===== src/rtl/counter4_ctrl_if.sv =====
// Button/preset inputs and counter-control outputs of counter4_ctrl,
// bundled so the block and its environment share one connection point.
interface counter4_ctrl_if #(
  parameter int WIDTH = 8
);
  logic             btn_start;
  logic             btn_stop;
  logic             btn_load;
  logic [WIDTH-1:0] preset;
  logic             s_s;
  logic             l;
  logic [WIDTH-1:0] d;
  logic [1:0]       state;

  modport slave (
    input  btn_start, btn_stop, btn_load, preset,
    output s_s, l, d, state
  );

  modport master (
    output btn_start, btn_stop, btn_load, preset,
    input  s_s, l, d, state
  );
endinterface


===== src/rtl/counter4_ctrl.sv =====
// Control front end for the loadable counter: synchronises and debounces the
// start/stop/load buttons, then runs the IDLE/RUN/PAUSE/LOAD machine.
module counter4_ctrl #(
  parameter int WIDTH       = 8,
  parameter int DEB_CYCLES  = 4,
  parameter int LOAD_CYCLES = 2
) (
  input  logic           clk,
  input  logic           clr,
  counter4_ctrl_if.slave bus
);
  localparam int CW  = (DEB_CYCLES  < 2) ? 1 : $clog2(DEB_CYCLES + 1);
  localparam int LCW = (LOAD_CYCLES < 2) ? 1 : $clog2(LOAD_CYCLES + 1);

  typedef enum logic [1:0] {
    ST_IDLE  = 2'b00,
    ST_RUN   = 2'b01,
    ST_PAUSE = 2'b10,
    ST_LOAD  = 2'b11
  } state_t;

  // Bit 0 start, bit 1 stop, bit 2 load
  logic [2:0]    btn_s;
  logic [2:0]    sync1_q, sync2_q;
  logic [2:0]    deb_q, deb_d;
  logic [2:0]    deb_prev_q;
  logic [2:0]    press_s;
  logic [CW-1:0] cnt_q [0:2];
  logic [CW-1:0] cnt_d [0:2];

  state_t           state_q, state_d;
  logic [LCW-1:0]   lcnt_q, lcnt_d;
  logic [WIDTH-1:0] d_q, d_d;
  logic             s_s_q, s_s_d;
  logic             l_q, l_d;

  assign btn_s   = {bus.btn_load, bus.btn_stop, bus.btn_start};
  assign press_s = deb_q & ~deb_prev_q;

  always_comb begin
    for (int i = 0; i < 3; i++) begin
      deb_d[i] = deb_q[i];
      cnt_d[i] = {CW{1'b0}};
      if (sync2_q[i] != deb_q[i]) begin
        if (cnt_q[i] == CW'(DEB_CYCLES - 1)) begin
          deb_d[i] = ~deb_q[i];
        end else begin
          cnt_d[i] = cnt_q[i] + CW'(1);
        end
      end else begin
        cnt_d[i] = {CW{1'b0}};
      end
    end
  end

  always_ff @(posedge clk or posedge clr) begin
    if (clr) begin
      sync1_q    <= 3'b000;
      sync2_q    <= 3'b000;
      deb_q      <= 3'b000;
      deb_prev_q <= 3'b000;
      for (int i = 0; i < 3; i++) begin
        cnt_q[i] <= {CW{1'b0}};
      end
    end else begin
      sync1_q    <= btn_s;
      sync2_q    <= sync1_q;
      deb_q      <= deb_d;
      deb_prev_q <= deb_q;
      for (int i = 0; i < 3; i++) begin
        cnt_q[i] <= cnt_d[i];
      end
    end
  end

  // Presses with no effect in the current state are simply ignored; load
  // wins over stop, stop over start, and LOAD drops everything.
  always_comb begin
    state_d = state_q;
    lcnt_d  = lcnt_q;
    d_d     = d_q;
    case (state_q)
      ST_IDLE: begin
        if (press_s[2]) begin
          state_d = ST_LOAD;
        end else if (press_s[0]) begin
          state_d = ST_RUN;
        end else begin
          state_d = ST_IDLE;
        end
      end
      ST_RUN: begin
        if (press_s[2]) begin
          state_d = ST_LOAD;
        end else if (press_s[1]) begin
          state_d = ST_PAUSE;
        end else begin
          state_d = ST_RUN;
        end
      end
      ST_PAUSE: begin
        if (press_s[2]) begin
          state_d = ST_LOAD;
        end else if (press_s[1]) begin
          state_d = ST_IDLE;
        end else if (press_s[0]) begin
          state_d = ST_RUN;
        end else begin
          state_d = ST_PAUSE;
        end
      end
      ST_LOAD: begin
        if (lcnt_q == LCW'(LOAD_CYCLES - 1)) begin
          state_d = ST_IDLE;
        end else begin
          lcnt_d = lcnt_q + LCW'(1);
        end
      end
      default: state_d = ST_IDLE;
    endcase
    if (state_d == ST_LOAD && state_q != ST_LOAD) begin
      lcnt_d = {LCW{1'b0}};
      d_d    = bus.preset;
    end else begin
      d_d = d_q;
    end
    s_s_d = (state_d == ST_RUN);
    l_d   = (state_d == ST_LOAD);
  end

  always_ff @(posedge clk or posedge clr) begin
    if (clr) begin
      state_q <= ST_IDLE;
      lcnt_q  <= {LCW{1'b0}};
      d_q     <= {WIDTH{1'b0}};
      s_s_q   <= 1'b0;
      l_q     <= 1'b0;
    end else begin
      state_q <= state_d;
      lcnt_q  <= lcnt_d;
      d_q     <= d_d;
      s_s_q   <= s_s_d;
      l_q     <= l_d;
    end
  end

  assign bus.s_s   = s_s_q;
  assign bus.l     = l_q;
  assign bus.d     = d_q;
  assign bus.state = state_q;
endmodule


===== src/flat_wrapper.sv =====
// flat-port wrapper written by rule: the top's interface ports become plain ports
module counter4_ctrl_flat 
#(
  parameter int WIDTH       = 8,
  parameter int DEB_CYCLES  = 4,
  parameter int LOAD_CYCLES = 2
)
  (clk, clr, bus_btn_start, bus_btn_stop, bus_btn_load, bus_preset, bus_s_s, bus_l, bus_d, bus_state);
  counter4_ctrl_if #(.WIDTH(WIDTH)) bus_i ();
  input  logic clk;
  input  logic clr;
  input wire logic [$bits(bus_i.btn_start)-1:0] bus_btn_start;
  input wire logic [$bits(bus_i.btn_stop)-1:0] bus_btn_stop;
  input wire logic [$bits(bus_i.btn_load)-1:0] bus_btn_load;
  input wire logic [$bits(bus_i.preset)-1:0] bus_preset;
  output wire logic [$bits(bus_i.s_s)-1:0] bus_s_s;
  output wire logic [$bits(bus_i.l)-1:0] bus_l;
  output wire logic [$bits(bus_i.d)-1:0] bus_d;
  output wire logic [$bits(bus_i.state)-1:0] bus_state;
  assign bus_i.btn_start = bus_btn_start;
  assign bus_i.btn_stop = bus_btn_stop;
  assign bus_i.btn_load = bus_btn_load;
  assign bus_i.preset = bus_preset;
  assign bus_s_s = bus_i.s_s;
  assign bus_l = bus_i.l;
  assign bus_d = bus_i.d;
  assign bus_state = bus_i.state;
  counter4_ctrl #(.WIDTH(WIDTH), .DEB_CYCLES(DEB_CYCLES), .LOAD_CYCLES(LOAD_CYCLES)) u_core (.clk(clk), .clr(clr), .bus(bus_i));
endmodule

===== config.mk =====
export PLATFORM = sky130hd
export DESIGN_NAME = counter4_ctrl_flat
export DESIGN_NICKNAME = d
export VERILOG_FILES = /design/src/rtl/counter4_ctrl_if.sv /design/src/rtl/counter4_ctrl.sv /design/src/flat_wrapper.sv
export SDC_FILE = /design/constraint.sdc
export NUM_CORES = 1
export LEC_CHECK = 0
export BUFFER_PORTS_ARGS = -buffer_cell sky130_fd_sc_hd__buf_2
export CAP_MARGIN = 15
export CELL_PAD_IN_SITES_DETAIL_PLACEMENT = 2
export CELL_PAD_IN_SITES_GLOBAL_PLACEMENT = 2
export CORE_MARGIN = 2
export CORE_UTILIZATION = 35
export DETAILED_ROUTE_END_ITERATION = 12
export GPL_TIMING_DRIVEN = 0
export PLACE_DENSITY = 0.7
export SLEW_MARGIN = 20
export SYNTH_ARGS = -nofsm -noshare
export SYNTH_HDL_FRONTEND = slang
export SYNTH_SLANG_ARGS = --single-unit
export TNS_END_PERCENT = 5

===== constraint.sdc =====
create_clock -name clk -period 1.6 [get_ports clk]
set_input_delay 0.24 -clock clk [delete_from_list [all_inputs] [get_ports clk]]
set_output_delay 0.24 -clock clk [all_outputs]
set_load 0.05 [all_outputs]

# Yosys cells after proc, flatten, opt, wreduce, memory -nomap -nowiden
# Index checks and enable logic that the tools add are counted.
[word_totals]
latch_bits = 0
romBits = 0
ramBits = 0
reg_bits = 35
in_bits = 13
elab_cells = 62
out_inout_bits = 12
n_memories = 0
[classes]
n_reduce_logical = 7
n_shift = 0
div = 0
addsub = 4
multipliers = 0
n_lt_le_gt_ge = 0
n_eq_ne = 14
muxes = 18
n_bitwise = 5
[ops]
columns = ["operator", "n"]
rows = [
  ["$mux 2", 10],
  ["$mux 3", 6],
  ["$add 3x1->3 const B", 3],
  ["$eq 3x2->1 const B", 3],
  ["$pmux 2 s4", 1],
  ["$reduce_and 2->1", 4],
  ["$eq 2x1->1 const B", 3],
  ["$eq 2x2->1 const B", 3],
  ["$ne 2x2->1 const B", 2],
  ["$and 3x3->3", 1],
  ["$ne 1x1->1", 3],
  ["$not 1->1", 3],
  ["$not 3->3", 1],
  ["$add 2x1->2 const B", 1],
  ["$logic_not 2->1", 1],
  ["$reduce_bool 2->1", 1],
  ["$logic_and 1x1->1", 1],
  ["$mux 1", 1],
]

# Depth between registers and ports, before layout
# Gate-level depths: netlist of run 1.
[depth]
ltp_word = 10
ltp_mapped = 5
depth_no_buf = 5

# Worst setup path after synthesis of run 1
# OpenSTA, ideal clock, no wires.
[synth_timing]
path_kind = "flip-flop to flip-flop"
startpoint = "reg u_core.state_q[0], in the netlist u_core.bus.state[0]"
endpoint = "reg u_core.d_q[0], in the netlist u_core.bus.d[0]"
synth_period_minus_slack_ns = 1.414
setup_slack_ns = 0.186
path_stages_with_launch = 4
t_required_ns = 1.475
n_path_buf = 0
setup_time_ns = 0.125
t_arrival_ns = 1.289
cell_sequence = "dfrtp_1 -> nand2_4 -> nand2_8 -> mux2_4"
[synth_via]
elab_chain_cells = 4
word_cells_on_any_way = 9
cone_classes = "eq/ne: 5; mux: 2; reduce/logical: 2"
[synth_lines]
columns = ["element", "line_no", "text"]
rows = [
  ["from (decl)", "counter4_ctrl.sv:31", "state_t state_q, state_d;"],
  ["from (signal assigned)", "counter4_ctrl.sv:139", "state_q <= state_d;"],
  ["$eq 2x2->1 (tied with other cells)", "counter4_ctrl.sv:82", "case (state_q)"],
  ["$pmux 2 s4", "counter4_ctrl.sv:82", ""],
  ["$eq 2x2->1", "counter4_ctrl.sv:121", "if (state_d == ST_LOAD && state_q != ST_LOAD) begin"],
  ["$logic_and 1x1->1 *", "counter4_ctrl.sv:121", ""],
  ["to (signal assigned)", "counter4_ctrl.sv:135", "d_q <= {WIDTH{1'b0}};"],
  ["to (decl)", "counter4_ctrl.sv:33", "logic [WIDTH-1:0] d_q, d_d;"],
]
# Every way passes the cells marked *; elsewhere a longest branch is shown, timed or not.
# A chain may end at the register's enable or synchronous reset.

# Worst setup path after layout of run 1
[layout_timing]
startpoint = "reg u_core.state_q[0], in the netlist u_core.bus.state[0]"
endpoint = "out bus_state[0]"
[layout_lines]
columns = ["element", "line_no", "text"]
rows = [
  ["to (decl)", "flat_wrapper.sv:19", "output wire logic [$bits(bus_i.state)-1:0] bus_state;"],
]
# No word-level cell between the ends.

==> flow_summary.yaml, run 1 <==
floorplanning:
  placementRows: 22
  num_io_pins: 25
  die_x_um: 66.2
  start_util_pct: 36.7
  die_h_um: 66.2
  coreArea_um2: 3690
  dieArea_um2: 4380
routing:
  vias: 803
  viasPerCell: 4.81
  wl_per_cell_um: 13.4
  wl_um: 2240
  antenna_left: 0
  drc_errors: 0
  drt_iter0_drc: 19
  first_pass_iters: 3
clocking:
  cts-resized-gates: 0
  cts_htree_levels: 2
  cts_sinks: 35
  clkLatencyLatePin_ns: 0.28
  clk_pin_slew_ns: 0.06
  cts.path.max_buffers: 2
  cts_tree: "built"
  holdBufCountCts: 0
  postCtsSetupBuffers: 0
  root_buffer: "clkbuf_8"
  cts_made_buffers: 5
min_path:
  min-delay-path-class: "input pin to flop"
yosys:
  syn-instance-count: 88
  yosysWarningCount: 0
  yosys.area.top_type_share_pct: 64.8
  synth_fp_nets: 105
  synth_seq_cells: 35
  synth_area_leaders: "dfrtp_1, mux2_4, ha_1, nor3b_1, xnor2_1"
  synth_cell_types: 25
  ys_seq_area_share_pct: 64.8
  syn-cell-area_um2: 1350
  syn-mean-instance-area_um2: 15.4
  post-synth-top-area-cell: "dfrtp_1"
worst_setup_path:
  cpPeakStageDelay_ns: 0.51
  path_class: "flop to output pin"
  slowest_stage: "dfrtp_1"
  path_cells: "buf_2"
  cp_top_family: "flip-flops"
  crit_path_start_kind: "flop"
  reg2reg_slack_ns: 0.36
  crit_fanout: 8
  cp.required_ns: 1.36
  cp.arrival_ns: 1.11
  critPathCaptureType: "output pin"
  cp_num_buf_inv: 1
grt:
  grt_overflow: 0
  grt_usage_pct: 13.2
  grt_start_max_net_pins: 36
  grt_pass1_wl_um: 4160
  antenna_found_initial: 0
  grt_pass1_vias: 904
timing:
  rsz0062_at_grt: "false"
  slew_violations: 0
  relSlewSlack_pct: 52.4
  fmax_mhz: 738
  hold_viol_final: 0
  worst_pin_slew_ns: 0.713
  fin_crit_ns: 1.35
  finClkSkew_ns: 0.00345
  setup_tns_ns: 0
  finalCritPeriodShare_pct: 84.7
  setup_viol: 0
cells_and_area:
  multi_input_area_um2: 465
  fin_area_um2: 1640
  diodes: 0
  fin_nets: 136
  final_cell_mix: "dfrtp_1, buf_2, mux2_4"
  area.growth.synth_to_final_pct: 20.9
  layout_commonest_cell: "dfrtp_1"
  final_layout_size_suffix_gt1_share_pct: 37.0
  register_area_um2: 876
  fillers: 389
power:
  p_switching_mw: 1.50
  p_clk_share_pct: 19.5
  power.internal_mw: 2.28
  power.density_nw_per_um2: 2310
  power.total_mw: 3.78
  ir_drop_mv: 1.06
  p_comb_share_pct: 42.8
  seqPwrFrac_pct: 37.7
  p_sw_share_pct: 39.7
  p_leak_nw: 0.793
placement:
  place_hpwl_um: 1710
  placed_cell_area_um2: 1530
  globalplace.congestion: 0.712
  port_buffers: 24
flow_run:
  drv_cap: 0
status:
  outcome: "finished clean"
## power by group through the flow
stage | logic, mW | clock network (mW) | registers [mW]
6_report | 1.62 | 0.736 | 1.43
5_1_grt | 1.77 | 0.809 | 1.49
3_3_place_gp | 1.58 | 0 | 1.42
3_5_place_dp | 1.65 | 0 | 1.45
4_1_cts | 1.64 | 0.774 | 1.44
2_1_floorplan | 0.782 | 0 | 1.93
## stage by stage
stage | hold slack, ns | instances | utilization [%] | worst slack [ns]
2_1_floorplan | 0.271 | 88 | - | 0.186
3_3_place_gp | 0.332 | 160 | 41.6 | 0.178
3_5_place_dp | 0.336 | 160 | 41.6 | 0.354
4_1_cts | 0.0469 | 167 | 44.3 | 0.232
5_1_grt | 0.0445 | 167 | 44.3 | 0.188
6_report | 0.0627 | 167 | 44.3 | 0.245
## cell type report
type | count | area share, %
clock buffer | 6 | 4.44
clock inverter | 1 | 1.84
inverter | 3 | 0.689
multi-input combinational | 50 | 28.5
sequential | 35 | 53.6
tap | 48 | 3.67
timing repair buffer | 24 | 7.35
## synth_stat cells
master / instances
a211oi_1: 2
a21oi_2: 1
and2b_4: 1
and3_1: 2
dfrtp_1: 35
ha_1: 4
inv_1: 3
mux2_1: 2
mux2_2: 1
mux2_4: 8
mux2i_1: 1
nand2_4: 1
nand2_8: 1
nand2b_1: 3
nand4_1: 1
nor2_1: 1
nor2b_1: 4
nor3_1: 4
nor3b_1: 5
nor4b_1: 1
o21bai_1: 1
o22ai_1: 1
o31ai_1: 1
or2_0: 1
xnor2_1: 3
## cells by family (layout without fill, tap and decap cells)
kind of cell             after synthesis  after routing  synth area share (%)
multiplexers                          12             12                  12.1
flip-flops                            35             35                  64.8
AND/OR/NAND/NOR                       25             25                  13.3
AO/OA/AOI/OAI                          6              6                  3.33
buffers and inverters                  3             34                 0.833
XOR/XNOR                               3              3                  1.94
adder cells (fa/ha/maj)                4              4                  3.70
## state kept, by name, indices dropped and copies added (netlist names)
name and count:
u_core.bus.l 1, u_core.deb_q 3, u_core.sync2_q 3, u_core.bus.state 2
u_core.lcnt_q 2, u_core.bus.s_s 1, u_core.cnt_q 9, u_core.deb_prev_q 3
u_core.sync1_q 3, u_core.bus.d 8
## routing by layer
metal,wire [µm],up-vias,global-route usage [%]
met5,0,-,0
met3,171,5,5.45
met4,42,0,6.89
met1,929,405,15.5
met2,1090,27,20.6
li1,-,366,-
## worst paths after layout
path                            cells after the start                     endpoint                          start
worst max-delay path                                1                 bus_state[0]  u_core.bus.state[0]$_DFF_PP0_
worst min-delay path                                1  u_core.sync1_q[2]$_DFF_PP0_                   bus_btn_load
worst max register to register                      3  u_core.deb_q[0]$_DFFE_PP0P_      u_core.cnt_q[6]$_DFF_PP0_
worst min register to register                      0  u_core.sync2_q[1]$_DFF_PP0_    u_core.sync1_q[1]$_DFF_PP0_
max in group asynchronous                           2  u_core.deb_q[1]$_DFFE_PP0P_                            clr
min in group asynchronous                           2    u_core.cnt_q[6]$_DFF_PP0_                            clr
Power figures use the tool's default switching activity.
==> run 2: changes to the inputs <==
Settings changed: ABC_AREA set to 1, CORE_UTILIZATION 35 to 33, PLACE_DENSITY 0.7 to 0.74.
Clock period 1.6 ns to 1.32 ns, I/O delays scaled along.
==> run 2 against run 1 <==
  * The run now ends with negative setup slack left
  * Clock-buffer cell count is the same
  * Final area grew 12%
  * Routed wire length grew 53%
  * Synthesized area grew 5.6%
  * Register-to-register slack lost 0.55 ns
  * Die area grew 11%
  * Cell count grew 38%
  * Sequential share of layout area shrank 5.5 points
  * First-iteration DRC count grew 26%
  * Non-clock buffer count grew 6
  * Core utilization grew 0.49 points
  * Critical endpoint is now u_core.lcnt_q[1]$_DFFE_PP0P_
  * Global-route usage grew 1.9 points
  * Highest routed layer unchanged
==> flow_summary.yaml, run 2 <==
status:
  outcome: "finished with violations"
  violations: "negative setup slack"
timing:
  fmax_mhz: 664
  worst_pin_slew_ns: 0.730
  slew_violations: 0
  finalCritPeriodShare_pct: 114
  relSlewSlack_pct: 51.3
  fin_ws_ns: -0.186
  setup_viol: 14
  fin_crit_ns: 1.51
  finClkSkew_ns: 0.00476
  rsz0062_at_grt: "true"
  hold_slack_ns: 0.0145
  setup_tns_ns: -2.00
  hold_viol_final: 0
flow_run:
  drv_cap: 0
worst_setup_path:
  worstRegToRegCells: 10
  critPathCaptureType: "flop"
  path_cells: "ha_4 -> nor2_4 -> nor2_2 -> nand2_2 -> nor2_4 -> nor2_4 -> buf_6 -> nand2_4 -> nand2_2 -> o21ai_2"
  path_class: "flop to flop"
  rr_endpoint: "u_core.lcnt_q[1]$_DFFE_PP0P_"
  crit_fanout: 5
  crit_top_cell: "nor2_4"
  cp.required_ns: 1.49
  crit_start: "u_core.lcnt_q[0]$_DFFE_PP0P_"
  cp-endpoint: "u_core.lcnt_q[1]$_DFFE_PP0P_"
  r2r-start: "u_core.lcnt_q[0]$_DFFE_PP0P_"
  cpPeakStageDelay_ns: 0.42
  crit_path_start_kind: "flop"
  cp.arrival_ns: 1.68
  reg2reg_slack_ns: -0.19
  slowest_stage: "dfrtp_1"
yosys:
  synth_edf_count: 0
  post-synth-top-area-cell: "dfrtp_1"
  ys_seq_area_share_pct: 61.3
  synth_commonest_cells: "nand2_1, dfrtp_1, inv_1"
  synth_cell_types: 20
  synth_seq_cells: 35
  synth-xor-area-share_pct: 2.45
  syn-mean-instance-area_um2: 9.92
  yosysWarningCount: 0
  ys.flop_type: "dfrtp_1"
  synth_compound_area_share_pct: 1.40
  synth_area_leaders: "dfrtp_1, nand2_1, inv_1, ha_1, nand4_1"
  async_flop_share_pct: 100
  yosys.area.top_type_share_pct: 61.3
  synth_fa_ha_area_share_pct: 3.50
  muxShareOfSynthArea_pct: 0
  synth_simple_gate_area_share_pct: 24.5
  yosysMostFrequentCell: "nand2_1"
  synth_top_family_by_area: "simple AND/OR/NAND/NOR gates"
  syn-cell-area_um2: 1430
  synth_fp_nets: 161
  syn-instance-count: 144
floorplanning:
  die_h_um: 69.8
  coreArea_um2: 4090
  dieArea_um2: 4870
  die_x_um: 69.8
  start_util_pct: 35.0
  placementRows: 23
  num_io_pins: 25
clocking:
  cts_tree: "built"
  clk_pin_slew_ns: 0.07
  cts.path.max_buffers: 2
  holdBufCountCts: 0
  cts_made_buffers: 5
  clkLatencyLatePin_ns: 0.28
  cts_sinks: 35
  cts_htree_levels: 2
  root_buffer: "clkbuf_8"
cells_and_area:
  layout_commonest_cell: "nand2_1"
  largest-register: "u_core.cnt_q"
  register_area_um2: 880
  diodes: 0
  area.growth.synth_to_final_pct: 28.2
  multi_input_area_um2: 524
  fin_area_um2: 1830
  final_cell_mix: "nand2_1, dfrtp_1, buf_2"
  largest_reg_flops: 9
  fin_nets: 197
  final_layout_size_suffix_gt1_share_pct: 32.6
  fillers: 454
min_path:
  min-delay-path-class: "input pin to flop"
grt:
  grt_pass1_vias: 1140
  grt_pass1_wl_um: 5660
  grt_overflow: 0
  antenna_found_initial: 0
  grt_usage_pct: 15.1
  grt_start_max_net_pins: 36
placement:
  placed_cell_area_um2: 1610
  globalplace.congestion: 0.679
  port_buffers: 24
  pre_cts_ws_ns: -0.245
  place_hpwl_um: 2380
routing:
  viasPerCell: 4.74
  drc_errors: 0
  vias: 1095
  wl_um: 3430
  drt_iter0_drc: 24
  antenna_left: 0
  wl_per_cell_um: 14.8
  first_pass_iters: 2
==> run 2: cell count changes after synthesis, moves of 4 or more <==
cell,delta
nand4_1,+7
nor3b_1,-5
mux2_4,-8
nor2_1,+6
nand2_1,+45
inv_1,+18
nor2b_1,-4
==> run 2: layer usage <==
| metal | vias to the layer above | routed length (µm) | share of wire (%) | GRT usage, % |
|---|---|---|---|---|
| met2 | 19 | 1870 | 55 | 26.6 |
| met1 | 550 | 1380 | 40 | 17.3 |
| met4 | 0 | 57 | 1.7 | 7.05 |
| met5 | - | 0 | 0 | 0 |
| met3 | 4 | 122 | 3.6 | 3.63 |
| li1 | 522 | - | - | - |
==> run 2: what timing repair did <==
action,in CTS,in global routing
gates cloned,1,1
resized for setup,8,8
pin swaps,6,5
endpoints found under the setup margin,14,14
buffers inserted,2,1
==> run 2: area by class of cell <==
cell class	instances	share of cell area, %
plain buffers	2	1.02
multi-input cells	87	28.6
flip-flops and latches	35	48.0
inverters	21	4.30
repair buffers	28	8.20
well taps	50	3.42
clock buffers	6	4.51
clock inverters	2	1.91
==> run 2: how the worst min path moves through the flow <==
stage | from | endpoint | slack [ns] | depth (start not counted)
floorplan | bus_btn_start | u_core.sync1_q[0]$_DFF_PP0_ | 0.23 | 0
global placement | bus_btn_stop | u_core.sync1_q[1]$_DFF_PP0_ | 0.31 | 1
detailed placement | bus_btn_load | u_core.sync1_q[2]$_DFF_PP0_ | 0.31 | 1
CTS | bus_btn_load | u_core.sync1_q[2]$_DFF_PP0_ | 0.007 | 1
global route | bus_btn_load | u_core.sync1_q[2]$_DFF_PP0_ | 0.0004 | 1
finish | bus_btn_load | u_core.sync1_q[2]$_DFF_PP0_ | 0.01 | 1
==> run 2: critical path, delay by kind of cell, from the launching register on <==
| kind | cells | cell delay [ns] |
|---|---|---|
| flip-flops | 1 | 0.42 |
| AND/OR/NAND/NOR | 7 | 0.60 |
| buffers and inverters | 1 | 0.16 |
| adder cells (fa/ha/maj) | 1 | 0.18 |
| AO/OA/AOI/OAI | 1 | 0.05 |
==> run 2: cells by family (layout without fill, tap and decap cells) <==
group	after synthesis	count (layout)
AOI/OAI and AO/OA	4	4
xor gates and xnor gates	4	4
adders and majority gates	4	4
buffers and inverters	23	59
DFF	35	35
and+or+nand+nor	74	75
==> run 2: through the flow <==
stage               util [%]  instances
global placement        39.5        218
floorplan                  -        144
global route            44.8        231
detailed placement      39.5        218
CTS                     43.8        229
finish                  44.8        231
Power of run 2 is left out: the tool's default activity adds up to more than one toggle a clock period on the data nets, which glitch-free logic cannot reach.
